--- src/rtl/pipe_pkg.sv ---
// Shared definitions for elastic pipeline stages: stage FSM encoding,
// the canonical NOP instruction and the per-stage payload layouts.
package pipe_pkg;

  localparam logic [31:0] NOP_INSN = 32'h00000013;

  typedef enum logic [1:0] {
    EMPTY = 2'd0,
    FULL  = 2'd1,
    SKID  = 2'd2
  } state_e;

  typedef struct packed {
    logic [31:0] pc;
    logic [31:0] ir;
    logic [31:0] alu_result;
    logic [26:0] store_data;
    logic [4:0]  rd;
  } ex_mem_t;

  typedef struct packed {
    logic [31:0] pc;
    logic [31:0] ir;
    logic [31:0] wb_data;
    logic [4:0]  rd;
    logic        reg_write;
  } mem_wb_t;

  localparam int EX_MEM_W = $bits(ex_mem_t);
  localparam int MEM_WB_W = $bits(mem_wb_t);

endpackage

--- src/rtl/sat_counter.sv ---
// Saturating up-counter with synchronous clear; clear wins over increment.
module sat_counter #(
  parameter int CNT_W = 32
) (
  input  logic             clk,
  input  logic             rst,
  input  logic             inc,
  input  logic             clr,
  output logic [CNT_W-1:0] count
);

  always_ff @(posedge clk or posedge rst) begin
    if (rst) begin
      count <= '0;
    end else if (clr) begin
      count <= '0;
    end else if (inc && (count != {CNT_W{1'b1}})) begin
      count <= count + CNT_W'(1);
    end
  end

endmodule

--- src/rtl/pipe_stage_elastic.sv ---
// Elastic pipeline-stage register with optional 2-entry skid buffer,
// flush-to-NOP bubble and a saturating stall-cycle counter.
module pipe_stage_elastic
  import pipe_pkg::*;
#(
  parameter int                DATA_W      = EX_MEM_W,
  parameter logic [DATA_W-1:0] NOP_PAYLOAD = '0,
  parameter bit                SKID        = 1'b1,
  parameter int                CNT_W       = 32
) (
  input  logic              clk,
  input  logic              rst,
  input  logic              flush,
  input  logic              in_valid,
  output logic              in_ready,
  input  logic [DATA_W-1:0] in_payload,
  output logic              out_valid,
  input  logic              out_ready,
  output logic [DATA_W-1:0] out_payload,
  output logic              out_flushed,
  output logic [1:0]        occupancy,
  output logic [CNT_W-1:0]  stall_cnt,
  input  logic              cnt_clr,
  output state_e            state_dbg
);

  // Handshake: a beat moves on a side only in a cycle where that side's
  // valid and ready are both 1; valid never waits on ready, and a held
  // out_payload stays stable until consumed. Flush overrides everything.
  state_e            state_q, state_d;
  logic [DATA_W-1:0] main_q, skid_q;
  logic              in_ready_q, flushed_q;
  logic              in_ready_raw;
  logic              accept, consume;

  // In skid mode in_ready comes from a flop; flush forces it high so the
  // upstream sees its (discarded) beat as taken.
  always_comb begin
    in_ready_raw = SKID ? in_ready_q : ((state_q == pipe_pkg::EMPTY) || out_ready);
  end

  assign in_ready    = in_ready_raw | flush;
  assign out_valid   = (state_q != pipe_pkg::EMPTY);
  assign out_payload = main_q;
  assign out_flushed = flushed_q;
  assign state_dbg   = state_q;
  assign accept      = in_valid && in_ready_raw && !flush;
  assign consume     = out_valid && out_ready;

  always_comb begin
    state_d = state_q;
    case (state_q)
      pipe_pkg::EMPTY: if (accept) state_d = pipe_pkg::FULL;
      pipe_pkg::FULL: begin
        if (accept && !consume)      state_d = pipe_pkg::SKID;
        else if (!accept && consume) state_d = pipe_pkg::EMPTY;
      end
      pipe_pkg::SKID:  if (consume) state_d = pipe_pkg::FULL;
      default:         state_d = pipe_pkg::EMPTY;
    endcase
    if (flush) state_d = pipe_pkg::EMPTY;
  end

  always_comb begin
    case (state_q)
      pipe_pkg::FULL: occupancy = 2'd1;
      pipe_pkg::SKID: occupancy = 2'd2;
      default:        occupancy = 2'd0;
    endcase
  end

  always_ff @(posedge clk or posedge rst) begin
    if (rst) begin
      state_q    <= pipe_pkg::EMPTY;
      main_q     <= NOP_PAYLOAD;
      skid_q     <= NOP_PAYLOAD;
      in_ready_q <= 1'b1;
      flushed_q  <= 1'b0;
    end else begin
      state_q    <= state_d;
      in_ready_q <= (state_d != pipe_pkg::SKID);
      if (flush) begin
        main_q    <= NOP_PAYLOAD;
        skid_q    <= NOP_PAYLOAD;
        flushed_q <= 1'b1;
      end else begin
        if (accept) flushed_q <= 1'b0;
        case (state_q)
          pipe_pkg::EMPTY: if (accept) main_q <= in_payload;
          pipe_pkg::FULL: begin
            if (accept && consume) main_q <= in_payload;
            else if (accept)       skid_q <= in_payload;
          end
          pipe_pkg::SKID:  if (consume) main_q <= skid_q;
          default: ;
        endcase
      end
    end
  end

  sat_counter #(.CNT_W(CNT_W)) u_stall_cnt (
    .clk   (clk),
    .rst   (rst),
    .inc   (out_valid && !out_ready),
    .clr   (cnt_clr),
    .count (stall_cnt)
  );

endmodule

--- config.mk ---
export PLATFORM = sky130hd
export DESIGN_NAME = pipe_stage_elastic
export DESIGN_NICKNAME = d
export VERILOG_FILES = /design/src/rtl/pipe_pkg.sv /design/src/rtl/sat_counter.sv /design/src/rtl/pipe_stage_elastic.sv
export SDC_FILE = /design/constraint.sdc
export NUM_CORES = 1
export LEC_CHECK = 0
export BUFFER_PORTS_ARGS = -buffer_cell sky130_fd_sc_hd__buf_4
export CAP_MARGIN = 5
export CORE_MARGIN = 10
export CORE_UTILIZATION = 54
export CTS_CLUSTER_SIZE = 40
export DETAILED_ROUTE_END_ITERATION = 10
export GPL_ROUTABILITY_DRIVEN = 1
export HOLD_SLACK_MARGIN = 0.1
export PLACE_DENSITY = 0.8
export SLEW_MARGIN = 20
export SYNTH_ARGS = -nofsm -noshare
export SYNTH_HDL_FRONTEND = slang
export SYNTH_SLANG_ARGS = --single-unit
--- constraint.sdc ---
create_clock -name clk -period 12.8 [get_ports clk]
set_input_delay 1.28 -clock clk [delete_from_list [all_inputs] [get_ports clk]]
set_output_delay 1.28 -clock clk [all_outputs]
set_load 0.01 [all_outputs]
### Yosys cells after proc, flatten, opt, wreduce, memory -nomap -nowiden

Index checks and enable logic that the tools add are counted.

| word-level totals | value |
|---|---|
| bits in registers | 292 |
| bits of input ports | 134 |
| output and inout port bits | 167 |
| word-level logic and storage cells | 55 |

| cells by class | value |
|---|---|
| add/subtract/negate cells | 1 |
| eq/ne operators | 8 |
| multiplexer cells | 19 |
| bitwise logic cells | 1 |
| reductions and logical operators | 20 |

Operators with widths:

| operator | number |
|---|---|
| 128-bit two-way mux | 7 |
| 128-bit one-hot mux with 3 select lines | 1 |
| 32-bit two-way mux | 2 |
| 32-bit by 1-bit adder with 32-bit output, second input constant | 1 |
| 32-bit inequality test, second input constant | 1 |
| 2-bit two-way mux | 5 |
| 3-bit inequality test, second input constant | 3 |
| 1-bit logical AND | 8 |
| 2-bit nonzero test | 4 |
| 2-bit one-hot mux with 3 select lines | 1 |
| 1-bit logical NOT | 4 |
| 2-bit inequality test, second input constant | 2 |
| 2-bit one-hot mux with 2 select lines | 1 |
| 4-bit AND reduction | 1 |
| 4-bit nonzero test | 1 |
| 3-bit AND reduction | 1 |
| 2-bit by 1-bit == test with 1-bit output, second input constant | 1 |
| 2-bit == test, second input constant | 1 |
| 2-bit logical NOT | 1 |
| 1-bit two-way mux | 2 |
| 1-bit bitwise OR | 1 |

### Longest topological paths before layout

Gate-level depths: netlist of the first run.

| logic depth | value |
|---|---|
| word-level depth | 9 |
| mapped depth | 9 |
| depth with buffers taken out | 6 |

### Cells and area by module

From an unflattened synthesis of the first run, not the netlist that was laid out.

| second synthesis, totals | value |
|---|---|
| cells, all modules | 1078 |
| area total of the unflattened synthesis | 12771.0 µm² |

Modules (own cells, without submodules):

| module | instances | cells an instance | area each (µm²) | sequential area each (µm²) |
|---|---|---|---|---|
| pipe_stage_elastic | 1 | 883 | 10944.2 | 6507.5 |
| sat_counter | 1 | 195 | 1826.8 | 800.8 |

### Worst setup path before layout of the first run

No wires, ideal clock.

| timing | value |
|---|---|
| kind | in2out |
| start point | in flush |
| end point | out in_ready |
| arrival | 1.944 ns |
| data required time | 11.520 ns |
| setup slack | 9.576 ns |
| cell stages on the path | 3 |
| buffers on the path | 2 |
| path through | clkbuf_1 -> clkbuf_1 -> or2_2 |

| on the way | value |
|---|---|
| word-level cells in the longest chain between the ends | 1 |

Ends and longest elaborated chain:

| what | line | text |
|---|---|---|
| start: declaration | pipe_stage_elastic.sv:13 | `input logic flush,` |
| 1-bit bitwise OR | pipe_stage_elastic.sv:42 | `assign in_ready = in_ready_raw \| flush;` |
| end: declaration | pipe_stage_elastic.sv:15 | `output logic in_ready,` |

No other way between the ends.

### Final worst setup path of the first run

| timing | value |
|---|---|
| start point | reg state_q[1] (netlist: state_dbg[1]) |
| end point | out occupancy[1] |

| on the way | value |
|---|---|
| word-level cells in the longest chain between the ends | 2 |

Ends and longest elaborated chain:

| what | line | text |
|---|---|---|
| start: declaration | pipe_stage_elastic.sv:30 | `state_e state_q, state_d;` |
| start signal: assignment | pipe_stage_elastic.sv:74 | `state_q <= pipe_pkg::EMPTY;` |
| start signal: assignment | pipe_stage_elastic.sv:80 | `state_q <= state_d;` |
| 2-bit == test or 2-bit by 1-bit == test with 1-bit output (tied branches) | pipe_stage_elastic.sv:65 | `case (state_q)` |
| 2-bit one-hot mux with 2 select lines (*) | pipe_stage_elastic.sv:65 |  |
| end: declaration | pipe_stage_elastic.sv:21 | `output logic [1:0] occupancy,` |

Mark *: on every way between the ends. The rest lies on a longest branch, timed or not.

==> impl_results.md, run 1 <==
- Outcome: finished, final reports clean
- Hold Vio Cnt, Final: 0
- DR top layer: met4
- First-pass detailed-route iteration total: 5
- Post-synthesis sequential area ratio: 58.5%
- Largest net degree at the start of global routing: 137
- DRT Wirelength: 35,500 um
- Setup TNS: 0 ns
- Worst-margin pin slew: 0.944 ns
- Reg2reg setup slack: 9.62 ns
- Die area: 29,600 um2
- Starting DRT DRC Count: 1,170
- Vias/cell: 6.02
- Worst rel slew slack: 37.1%
- Worst endpoint data arrival time: 2.65 ns
- Reg2reg path depth: 5
- Achievable frequency: 0.255 GHz
- Die width: 172 um
- Worst r2r src: state_dbg[1]$_DFF_PP0_
- Skew-Pair Late Insertion Delay: 0.54 ns
- Pwr dens: 139 nW/um2
- Wl on met1: 14,300 um
- Global-route wire length before repair: 55,900 um
- Routed wl met2: 17,400 um
- Drt drc: 0
- Final setup viols: 0
- VDD IR-drop max: 98.6 uV
- Gr usage total: 23.0%
- Longest Clk Path Bufs: 3
- Met3 wire length: 2680 um
- Routed Antenna Nets: 0
- Max incr delay on CP: 0.74 ns
- Crit share post-route: 30.7%
- Initial antenna violation count: 3
- H-tree levels: 1
- Reg-to-Reg End: out_payload[59]$_DFFE_PP0P_
- CP max FO: 64
- Layout Skew: 0.00828 ns
- Crit-path cells: nand2b_4, inv_4, buf_4
- Most frequent cells in the layout: buf_4, dfrtp_1, nand2_1
- Starting Density: 55.0%
- HPWL after detailed placement: 22,700 um
- CTS resizes: 0
- Hold WS: 0.488 ns
- Count of yosys warnings during synthesis: 0
- CTS tree: built
- Commonest non-fill, non-tap cell in the layout: buf_4
- Synth cell types: 44
- Site row count: 55
- Post-Synthesis Cells: 1,218
- CP startpoint kind: register
- Fillers: 1,664
- Max-slew violations: 0
- Core area: 22,700 um2
- Height of the die: 172 um
- RSZ-0062 raised after global routing: no
- Root buffer cell: clkbuf_16
- Final global-route overflow total: 0
- Vias in the first global route: 10,500
- Hold WC Path Type: reg -> reg
- CTS Buf Count: 30
- Yosys reg bits: 292
- Mapped cell area: 12,500 um2
- Min-Delay Startpoint: out_flushed$_DFFE_PP0P_
- Gpl congestion: 0.845
- Async SR Flop Fraction: 100%
- Avg Inst Size Synth: 10.3 um2
- WP data required: 11.52 ns
- Top FF cell, synth: dfrtp_1
- PortBufs: 300
- WS Path Type: reg -> out
- Critical path endpoint category: primary output
- Synthesized Nets: 1,353
- Setup Fix Bufs, Post-CTS: 0
- Cts hold-fix bufs: 0
- Hold path depth: 1
- EDFF count, synth: 0
- Fraction of layout cells with a size suffix above 1: 25.8%
- Synth-to-Final Area Change: 27.2%
- Max stage delay cell, worst path: inv_4
- Number of nets in the layout: 1,591
- WL/cell: 20.1 um
- Clock Pin Slew Worst Setup and Hold Paths: 0.06 ns
- I/O pins: 301
- Leak: 7.68 nW
- Max Cap Viol: 0
- Fin crit period: 3.93 ns
- Hold path endpoint: out_flushed$_DFFE_PP0P_
- Num Clock Sinks: 292
- Vias: 10,600
## worst max-delay path by stage
stage                           startpoint                 endpoint  slack (ns)  cells past startpoint
CTS                 state_dbg[1]$_DFF_PP0_             occupancy[1]        8.88                      3
floorplan                              rst  out_flushed$_DFFE_PP0P_        3.46                      1
global route        state_dbg[1]$_DFF_PP0_             occupancy[1]        8.73                      3
finish              state_dbg[1]$_DFF_PP0_             occupancy[1]        8.87                      3
global placement                       rst   skid_q[40]$_DFFE_PP0P_        8.70                      4
detailed placement                     rst   skid_q[40]$_DFFE_PP0P_        8.70                      4
## cell usage after synthesis, types with 6 or more instances
cell	count	area [um2]
or3_1	17	106
nand2_1	267	1000
o21ai_0	17	85.1
nand3_1	15	75.1
nor2b_1	6	37.5
or4_1	7	52.6
clkbuf_1	98	368
dfrtp_1	291	7280
nand4_1	7	43.8
a22o_1	128	1120
inv_1	9	33.8
a21oi_1	23	115
nor2_1	146	548
or2_2	6	37.5
a311oi_1	128	1120
## flip-flops by register name (all words and copies together), names as in the netlist
name,count
out_flushed,1
state_dbg,2
in_ready_q,1
skid_q,128
out_payload,128
u_stall_cnt.count,32
## where the power goes
group          switching [W]  internal [W]  total [W]
sequential         0.0000367      0.000977    0.00101
clock               0.000346      0.000554   0.000900
combinational       0.000171      0.000132   0.000303
total               0.000554       0.00166    0.00222
## final cells by class
class / instances / area, um2 / share of cell area [%]
Inverter: 9 / 43.8 / 0.275
Clock inverter: 6 / 109 / 0.684
Tap cell: 285 / 357 / 2.24
Timing Repair Buffer: 314 / 2400 / 15.1
Clock buffer: 48 / 930 / 5.84
Sequential cell: 292 / 7310 / 45.9
Antenna cell: 3 / 7.51 / 0.0472
Multi-Input combinational cell: 809 / 4750 / 29.9
## worst max-delay path, delay by kind of cell, from the launching register on
| kind | cells | cell delay, ns |
|---|---|---|
| AND/OR/NAND/NOR | 1 | 0.49 |
| buffers and inverters | 2 | 0.98 |
| flip-flops | 1 | 0.57 |
## cell families (layout without fill, tap and decap cells)
group                    after synthesis  after routing  synth area share (%)
adder cells (fa/ha/maj)                1              1                 0.100
XOR/XNOR                               4              4                 0.280
AND/OR/NAND/NOR                      488            488                  16.3
multiplexers                           5              5                 0.470
buffers and inverters                117            377                  3.78
flip-flops                           292            292                  58.5
other                                  0              3                     0
AO/OA/AOI/OAI                        311            311                  20.6
## metal layers
layer / track usage (%) / up-vias
met5: 0 / -
met4: 8.28 / 0
met3: 5.24 / 68
met2: 36.3 / 354
met1: 30.4 / 5335
li1: - / 4870
## stage by stage
| stage | cell area, um2 | total power [W] | util, % | setup slack (ns) | std cells |
|---|---|---|---|---|---|
| 4_1_cts | 15800 | 0.00223 | 69.8 | 8.88 | 1761 |
| 3_3_place_gp | 14800 | 0.00132 | 65.2 | 8.70 | 1707 |
| 3_5_place_dp | 14800 | 0.00133 | 65.2 | 8.70 | 1707 |
| 6_report | 15900 | 0.00222 | 70.0 | 8.87 | 1766 |
| 2_1_floorplan | 12500 | 0.00118 | - | 3.46 | 1218 |
| 5_1_grt | 15900 | 0.00231 | 70.0 | 8.73 | 1766 |
Note: power is estimated with default switching activity, not from simulation.
==> run 2: changes to the inputs <==
--- a/config.mk
+++ b/config.mk
@@ -8,12 +8,12 @@
 export BUFFER_PORTS_ARGS = -buffer_cell sky130_fd_sc_hd__buf_4
 export CAP_MARGIN = 5
 export CORE_MARGIN = 10
-export CORE_UTILIZATION = 54
+export CORE_UTILIZATION = 49
 export CTS_CLUSTER_SIZE = 40
 export DETAILED_ROUTE_END_ITERATION = 10
 export GPL_ROUTABILITY_DRIVEN = 1
 export HOLD_SLACK_MARGIN = 0.1
-export PLACE_DENSITY = 0.8
+export PLACE_DENSITY = 0.77
 export SLEW_MARGIN = 20
 export SYNTH_ARGS = -nofsm -noshare
 export SYNTH_HDL_FRONTEND = slang
==> constraint.sdc (replaced) <==
create_clock -name clk -period 3.26 [get_ports clk]
set_input_delay 0.326 -clock clk [delete_from_list [all_inputs] [get_ports clk]]
set_output_delay 0.326 -clock clk [all_outputs]
set_load 0.01 [all_outputs]
==> run 2 against run 1 <==
Flip-flop and latch count unchanged. Final area rose by 8.4%. Register-to-register slack worse by 8.7 ns. Sequential power grew to 3.9 times the previous value. Sequential share of layout area down 3.6 points. Clock skew is 0.019 ns higher. Non-clock buffer count is 131 higher. Worst hold slack got worse by 0.34 ns. Clock power rose to 3.7 times the previous value. Count of clock-buffer cells in the layout fell by 4.
==> impl_results.md, run 2 (synthesis gave the netlist of run 1 again) <==
- Setup Fix Bufs, Post-CTS: 0 (unchanged)
- Drt drc: 0 (unchanged)
- PortBufs: 300 (unchanged)
- Layout Skew: 0.0270 ns (+0.0188 ns)
- Vias/cell: 5.87 (-2.4%)
- Fraction of layout cells with a size suffix above 1: 24.0% (-1.9 points)
- Max-slew violations: 0 (unchanged)
- Fin crit period: 2.35 ns
- Hold path endpoint: out_flushed$_DFFE_PP0P_
- Longest Clk Path Bufs: 3 (unchanged)
- WS Path Type: reg -> reg
- VDD IR-drop max: 350 uV (+250%)
- Crit path from: u_stall_cnt.count[0]$_DFFE_PP0P_
- Vias in the first global route: 11,500 (+9.7%)
- Pwr dens: 501 nW/um2 (+260%)
- Final setup viols: 0 (unchanged)
- HPWL after detailed placement: 23,200 um (+2.3%)
- Achievable frequency: 0.426 GHz
- H-tree levels: 1 (unchanged)
- Leak: 8.22 nW (+6.9%)
- Reg2reg path depth: 7 (+2)
- Max stage delay cell, worst path: dfrtp_1
- Reg2reg setup slack: 0.91 ns (-8.71 ns)
- Hold WS: 0.149 ns (-0.339 ns)
- Most frequent cells in the layout: buf_4, dfrtp_1, nand2_1
- CP startpoint kind: register
- Max Cap Viol: 0 (unchanged)
- Root buffer cell: clkbuf_16
- WP data required: 3.68 ns (-7.84 ns)
- Num Clock Sinks: 292 (unchanged)
- Worst endpoint data arrival time: 2.77 ns (+0.12 ns)
- Dpl ws: 0.926 ns (-7.77 ns)
- CTS Buf Count: 30 (unchanged)
- Core area: 25,100 um2 (+11%)
- Number of nets in the layout: 1,722 (+8.2%)
- DRT Wirelength: 39,000 um (+10%)
- Gr usage total: 23.1% (+0.10 points)
- Largest net degree at the start of global routing: 139 (+1.5%)
- I/O pins: 301 (unchanged)
- Gpl congestion: 0.805 (-4.7%)
- First-pass detailed-route iteration total: 5 (unchanged)
- Global-route wire length before repair: 63,100 um (+13%)
- Die width: 180 um (+4.4%)
- WL/cell: 20.1 um (-0.10%)
- Fillers: 1,836 (+10%)
- Starting DRT DRC Count: 1,076 (-8.0%)
- Initial antenna violation count: 6 (+3)
- Skew-Pair Late Insertion Delay: 0.55 ns (about the same)
- Height of the die: 180 um (+4.4%)
- Final global-route overflow total: 0 (unchanged)
- Final worst slack: 0.911 ns (-7.96 ns)
- Min-Delay Startpoint: in_valid
- Clock Pin Slew Worst Setup and Hold Paths: 0.06 ns (about the same)
- Worst-margin pin slew: 0.961 ns (+0.0171 ns)
- Crit share post-route: 72.1%
- CTS resizes: 0 (unchanged)
- RSZ-0062 raised after global routing: no
- Critical path endpoint category: register
- Multi-input logic area: 4750 um2 (unchanged)
- Reg-to-Reg End: u_stall_cnt.count[7]$_DFFE_PP0P_
- Site row count: 58 (+5.5%)
- CP max FO: 31 (-52%)
- Commonest non-fill, non-tap cell in the layout: buf_4
- Synth-to-Final Area Change: 38.0%
- FF/Latch Area: 7310 um2 (unchanged)
- Outcome: finished, final reports clean
- Starting Density: 49.8% (-5.3 points)
- Vias: 11,400 (+7.4%)
- Crit-path cells: ha_1, nand4_1, or2_2, o41ai_4, buf_4, nor4_1, mux2_4
- Worst rel slew slack: 35.9% (-1.1 points)
- Die area: 32,300 um2 (+9.0%)
- CTS tree: built
- Routed Antenna Nets: 0 (unchanged)
- Cts hold-fix bufs: 130 (+130)
- Max incr delay on CP: 0.43 ns (-0.31 ns)
- Hold WC Path Type: in -> reg
- Worst r2r src: u_stall_cnt.count[0]$_DFFE_PP0P_
- Hold path depth: 3 (+2)
- Hold Vio Cnt, Final: 0 (unchanged)
run 2: per-layer routing:
layer	global-route usage, %	share of wire (%)
met2	36.3	48
met5	0	0
met4	10.9	4.1
met1	30.3	41
met3	4.34	6.5
run 2: worst max path at each step:
stage / endpoint / cells after the start / slack, ns
4_1_cts: u_stall_cnt.count[7]$_DFFE_PP0P_ / 7 / 0.92
2_1_floorplan: out_flushed$_DFFE_PP0P_ / 1 / -0.94
6_report: u_stall_cnt.count[7]$_DFFE_PP0P_ / 7 / 0.91
3_3_place_gp: u_stall_cnt.count[7]$_DFFE_PP0P_ / 7 / 1.02
3_5_place_dp: u_stall_cnt.count[7]$_DFFE_PP0P_ / 7 / 0.93
5_1_grt: u_stall_cnt.count[23]$_DFFE_PP0P_ / 5 / 0.74
run 2: critical path: cells and delay by family, from the launching register on:
kind | cells | cell delay [ns]
mux | 1 | 0.31
simple gates | 3 | 0.74
fa+ha+maj | 1 | 0.21
flops | 1 | 0.43
compound gates | 1 | 0.21
buf+inv | 1 | 0.33
run 2: stage by stage:
stage | total power (W) | area [um2] | std cells | util (%) | setup TNS [ns]
finish | 0.00865 | 17300 | 1944 | 68.7 | 0
floorplan | 0.00462 | 12500 | 1218 | - | -273.64
CTS | 0.00869 | 17200 | 1937 | 68.6 | 0
global placement | 0.00523 | 15000 | 1755 | 59.6 | 0
global route | 0.00900 | 17200 | 1943 | 68.7 | 0
detailed placement | 0.00526 | 15000 | 1755 | 59.6 | 0
run 2: layout make-up:
class | instances | area share (%)
diodes | 7 | 0.102
multi-input cells | 809 | 27.5
repair buffers | 445 | 21.8
clock buffers | 44 | 5.30
clock inverters | 8 | 0.232
flip-flops and latches | 292 | 42.4
inverters | 9 | 0.232
well taps | 330 | 2.39
run 2: where the power goes:
group / switching, W / internal (W) / leakage (nW) / total [W]
Sequential: 0.000147 / 0.00384 / 3.93 / 0.00398
Combinational: 0.000724 / 0.000623 / 3.80 / 0.00135
Clock: 0.00140 / 0.00192 / 0.483 / 0.00332
==> run 3: changes to the inputs <==
--- a/config.mk
+++ b/config.mk
@@ -5,6 +5,7 @@
 export SDC_FILE = /design/constraint.sdc
 export NUM_CORES = 1
 export LEC_CHECK = 0
+export ABC_AREA = 1
 export BUFFER_PORTS_ARGS = -buffer_cell sky130_fd_sc_hd__buf_4
 export CAP_MARGIN = 5
 export CORE_MARGIN = 10
@@ -13,7 +14,7 @@
 export DETAILED_ROUTE_END_ITERATION = 10
 export GPL_ROUTABILITY_DRIVEN = 1
 export HOLD_SLACK_MARGIN = 0.1
-export PLACE_DENSITY = 0.77
+export PLACE_DENSITY = 0.76
 export SLEW_MARGIN = 20
 export SYNTH_ARGS = -nofsm -noshare
 export SYNTH_HDL_FRONTEND = slang
==> constraint.sdc (replaced) <==
create_clock -name clk -period 2.1 [get_ports clk]
set_input_delay 0.21 -clock clk [delete_from_list [all_inputs] [get_ports clk]]
set_output_delay 0.21 -clock clk [all_outputs]
set_load 0.01 [all_outputs]
==> run 3 against run 2 <==
Clock skew shrank 0.010 ns. Final area grew 9.2%. Register-to-register slack lost 0.80 ns. Fmax grew 18%. Count of clock-buffer cells in the layout grew 6. Largest cell class unchanged. Highest routed layer unchanged.
==> impl_results.md, run 3 <==
- Vias/cell: 5.54 (-5.7%)
- Synthesized Nets: 1,779 (+31%)
- Worst endpoint data arrival time: 2.34 ns (-0.43 ns)
- Vias: 13,400 (+17%)
- Count of yosys warnings during synthesis: 0 (unchanged)
- Fin crit period: 1.99 ns (-0.357 ns)
- Fraction of layout cells with a size suffix above 1: 20.8% (-3.2 points)
- Vias in the first global route: 13,300 (+16%)
- Routed Antenna Nets: 0 (unchanged)
- Achievable frequency: 0.502 GHz (+18%)
- Gr usage total: 24.5% (+1.4 points)
- Largest net degree at the start of global routing: 144 (+3.6%)
- Longest Clk Path Bufs: 3 (unchanged)
- Reg2reg setup slack: 0.11 ns (-0.80 ns)
- RSZ-0062 raised after global routing: no
- CP max FO: 36 (+16%)
- Synth cell types: 29 (-34%)
- Gpl congestion: 0.868 (+7.8%)
- WL/cell: 18.1 um (-9.9%)
- Crit share post-route: 94.9% (+23 points)
- Critical path depth: 7 (unchanged)
- Skew-Pair Late Insertion Delay: 0.50 ns (-0.05 ns)
- Layout Skew: 0.0169 ns (-0.0101 ns)
- Register share of total power: 43.1% (-3.0 points)
- Yosys reg bits: 292 (unchanged)
- Site row count: 60 (+3.4%)
- Num Clock Sinks: 292 (unchanged)
- VDD IR-drop max: 559 uV (+60%)
- Clock power frac: 40.7% (+2.3 points)
- Avg Inst Size Synth: 8.19 um2 (-20%)
- Crit-path cells: nor2_1, nor2_2, inv_1, nand2_4, buf_12, nand3_1, o21ai_0
- HPWL after detailed placement: 27,200 um (+17%)
- Post-synthesis sequential area ratio: 54.2% (-4.2 points)
- CTS Buf Count: 34 (+13%)
- Int Pwr: 0.0108 W (+69%)
- Worst-margin pin slew: 0.652 ns (-0.309 ns)
- Yosys top cell by area: dfrtp_1
- Synth top cells by count: o21ai_0, dfrtp_1, nand2_1, nand3_1, inv_1
- Post-Synthesis Cells: 1,644 (+35%)
- Inst Count DP: 2,217 (+26%)
- CTS tree: built
- Leak: 8.70 nW (+5.9%)
- Count leader, synth: o21ai_0
- Switching Fraction: 26.7% (+0.53 points)
- Critical path endpoint category: register
- Synth top area cells: dfrtp_1, o21ai_0, nand3_1
- Die area: 34,500 um2 (+6.9%)
- Mapped cell area: 13,500 um2 (+7.8%)
- WP data required: 2.44 ns (-1.24 ns)
- Max Cap Viol: 0 (unchanged)
- Crit path capture: out_payload[21]$_DFFE_PP0P_
- I/O pins: 301 (unchanged)
- Pwr dens: 784 nW/um2 (+56%)
- Buf+Inv Stages, Crit Path: 2 (+1)
- Hold Vio Cnt, Final: 0 (unchanged)
- WS Path Type: reg -> reg
- Hold WS: 0.156 ns (+0.00704 ns)
- Delay-heaviest family, CP: buffers and inverters
- Most frequent cells in the layout: o21ai_0, buf_4, dfrtp_1
- Max incr delay on CP: 0.47 ns (+0.04 ns)
- Min-Delay Startpoint: in_valid
- Final setup viols: 0 (unchanged)
- Root buffer cell: clkbuf_16
- Crit path from: state_dbg[1]$_DFF_PP0_
- Top-area cell type share of the netlist area: 54.1% (-4.2 points)
- Clock Pin Slew Worst Setup and Hold Paths: 0.06 ns (about the same)
- Height of the die: 186 um (+3.4%)
- Final std cells w/o fill: 2,417 (+24%)
- Async SR Flop Fraction: 100% (unchanged)
- Reg2reg path depth: 7 (unchanged)
- Hold WC Path Type: in -> reg
- Number of nets in the layout: 2,182 (+27%)
- Max-slew violations: 0 (unchanged)
- Reg-to-Reg End: out_payload[21]$_DFFE_PP0P_
- Comb power frac: 16.2% (+0.6 points)
- Commonest non-fill, non-tap cell in the layout: o21ai_0
- Max stage delay cell, worst path: dfrtp_2
- Initial antenna violation count: 4 (-2)
- Starting Density: 49.8% (+0.061 points)
- Die width: 186 um (+3.4%)
- DRT Wirelength: 43,700 um (+12%)
- Starting DRT DRC Count: 1,231 (+14%)
- Global-route wire length before repair: 68,900 um (+9.1%)
- Worst rel slew slack: 56.5% (+21 points)
- Worst r2r src: state_dbg[1]$_DFF_PP0_
- Synth-to-Final Area Change: 39.8%
- Top FF cell, synth: dfrtp_1
- Net Sw Power: 0.00395 W (+74%)
- Final global-route overflow total: 0 (unchanged)
- EDFF count, synth: 0 (unchanged)
- H-tree levels: 2 (+1)
- Outcome: finished, final reports clean
- Core area: 27,000 um2 (+7.6%)
- Hold path depth: 5 (+2)
- First-pass detailed-route iteration total: 6 (+1)
- Drt drc: 0 (unchanged)
- CP startpoint kind: register
- PortBufs: 300 (unchanged)
- Setup TNS: 0 ns (unchanged)
==> run 3: power by group through the flow <==
stage	Combinational, W	Sequential (W)	Clock, W
after global placement	0.00209	0.00643	0
after CTS	0.00236	0.00635	0.00610
after global routing	0.00263	0.00640	0.00633
final	0.00240	0.00636	0.00601
after detailed placement	0.00215	0.00643	0
after floorplan	0.000942	0.00651	0
==> run 3: final cells by class <==
| cell class | instances | area (um2) |
|---|---|---|
| antenna | 4 | 10.0 |
| sequential | 292 | 7310 |
| clock buffer | 50 | 1000 |
| multi-input combinational | 1069 | 5090 |
| timing repair buffer | 484 | 4220 |
| fill | 1995 | 8190 |
| clock inverter | 11 | 136 |
| tap | 341 | 427 |
| inverter | 166 | 639 |
==> run 3: worst min-delay path: stages <==
cell and delay, ns:
buf_4 0.08, nand2_1 0.09, buf_4 0.16, nand2_1 0.05, nand2_1 0.04
==> run 3: how the worst min path moves through the flow <==
stage | to | slack (ns)
3_5_place_dp | out_payload[9]$_DFFE_PP0P_ | 0.24
3_3_place_gp | out_payload[9]$_DFFE_PP0P_ | 0.24
4_1_cts | out_flushed$_DFFE_PP0P_ | 0.11
2_1_floorplan | state_dbg[0]$_DFF_PP0_ | 0.31
6_report | out_flushed$_DFFE_PP0P_ | 0.16
5_1_grt | out_flushed$_DFFE_PP0P_ | 0.20
==> run 3: timing repair <==
action / in CTS / in global routing
hold buffers: 132 / 0
buffers inserted: 0 / 1
resized for setup: 2 / 5
pin swaps: 0 / 2
hold endpoints to repair: 383 / 0
gates cloned: 0 / 2
endpoints found under the setup margin: 19 / 49
==> run 3: cells by family after synthesis <==
| logic type | synth area share [%] |
|---|---|
| simple gates | 22.0 |
| buf+inv | 8.50 |
| xor+xnor | 0.455 |
| compound gates | 14.7 |
| fa+ha+maj | 0.0929 |
| flops | 54.2 |
==> run 3: per-layer routing <==
metal / part of all wire [%] / routed length [um] / global-route usage, %
met1: 39 / 17100 / 30.3
met5: 0 / 0 / 0
met2: 48 / 20800 / 39.5
met3: 8.3 / 3610 / 6.22
met4: 4.9 / 2130 / 11.4
==> run 3: stage by stage <==
| stage | util (%) | area [um2] | worst slack [ns] | power [W] |
|---|---|---|---|---|
| 4_1_cts | 69.4 | 18800 | 0.0529 | 0.0148 |
| 3_3_place_gp | 60.3 | 16300 | -0.00880 | 0.00852 |
| 3_5_place_dp | 60.3 | 16300 | -0.0628 | 0.00858 |
| 5_1_grt | 69.7 | 18800 | 0.0138 | 0.0154 |
| 6_report | 69.7 | 18800 | 0.108 | 0.0148 |
| 2_1_floorplan | - | 13500 | -1.98 | 0.00745 |
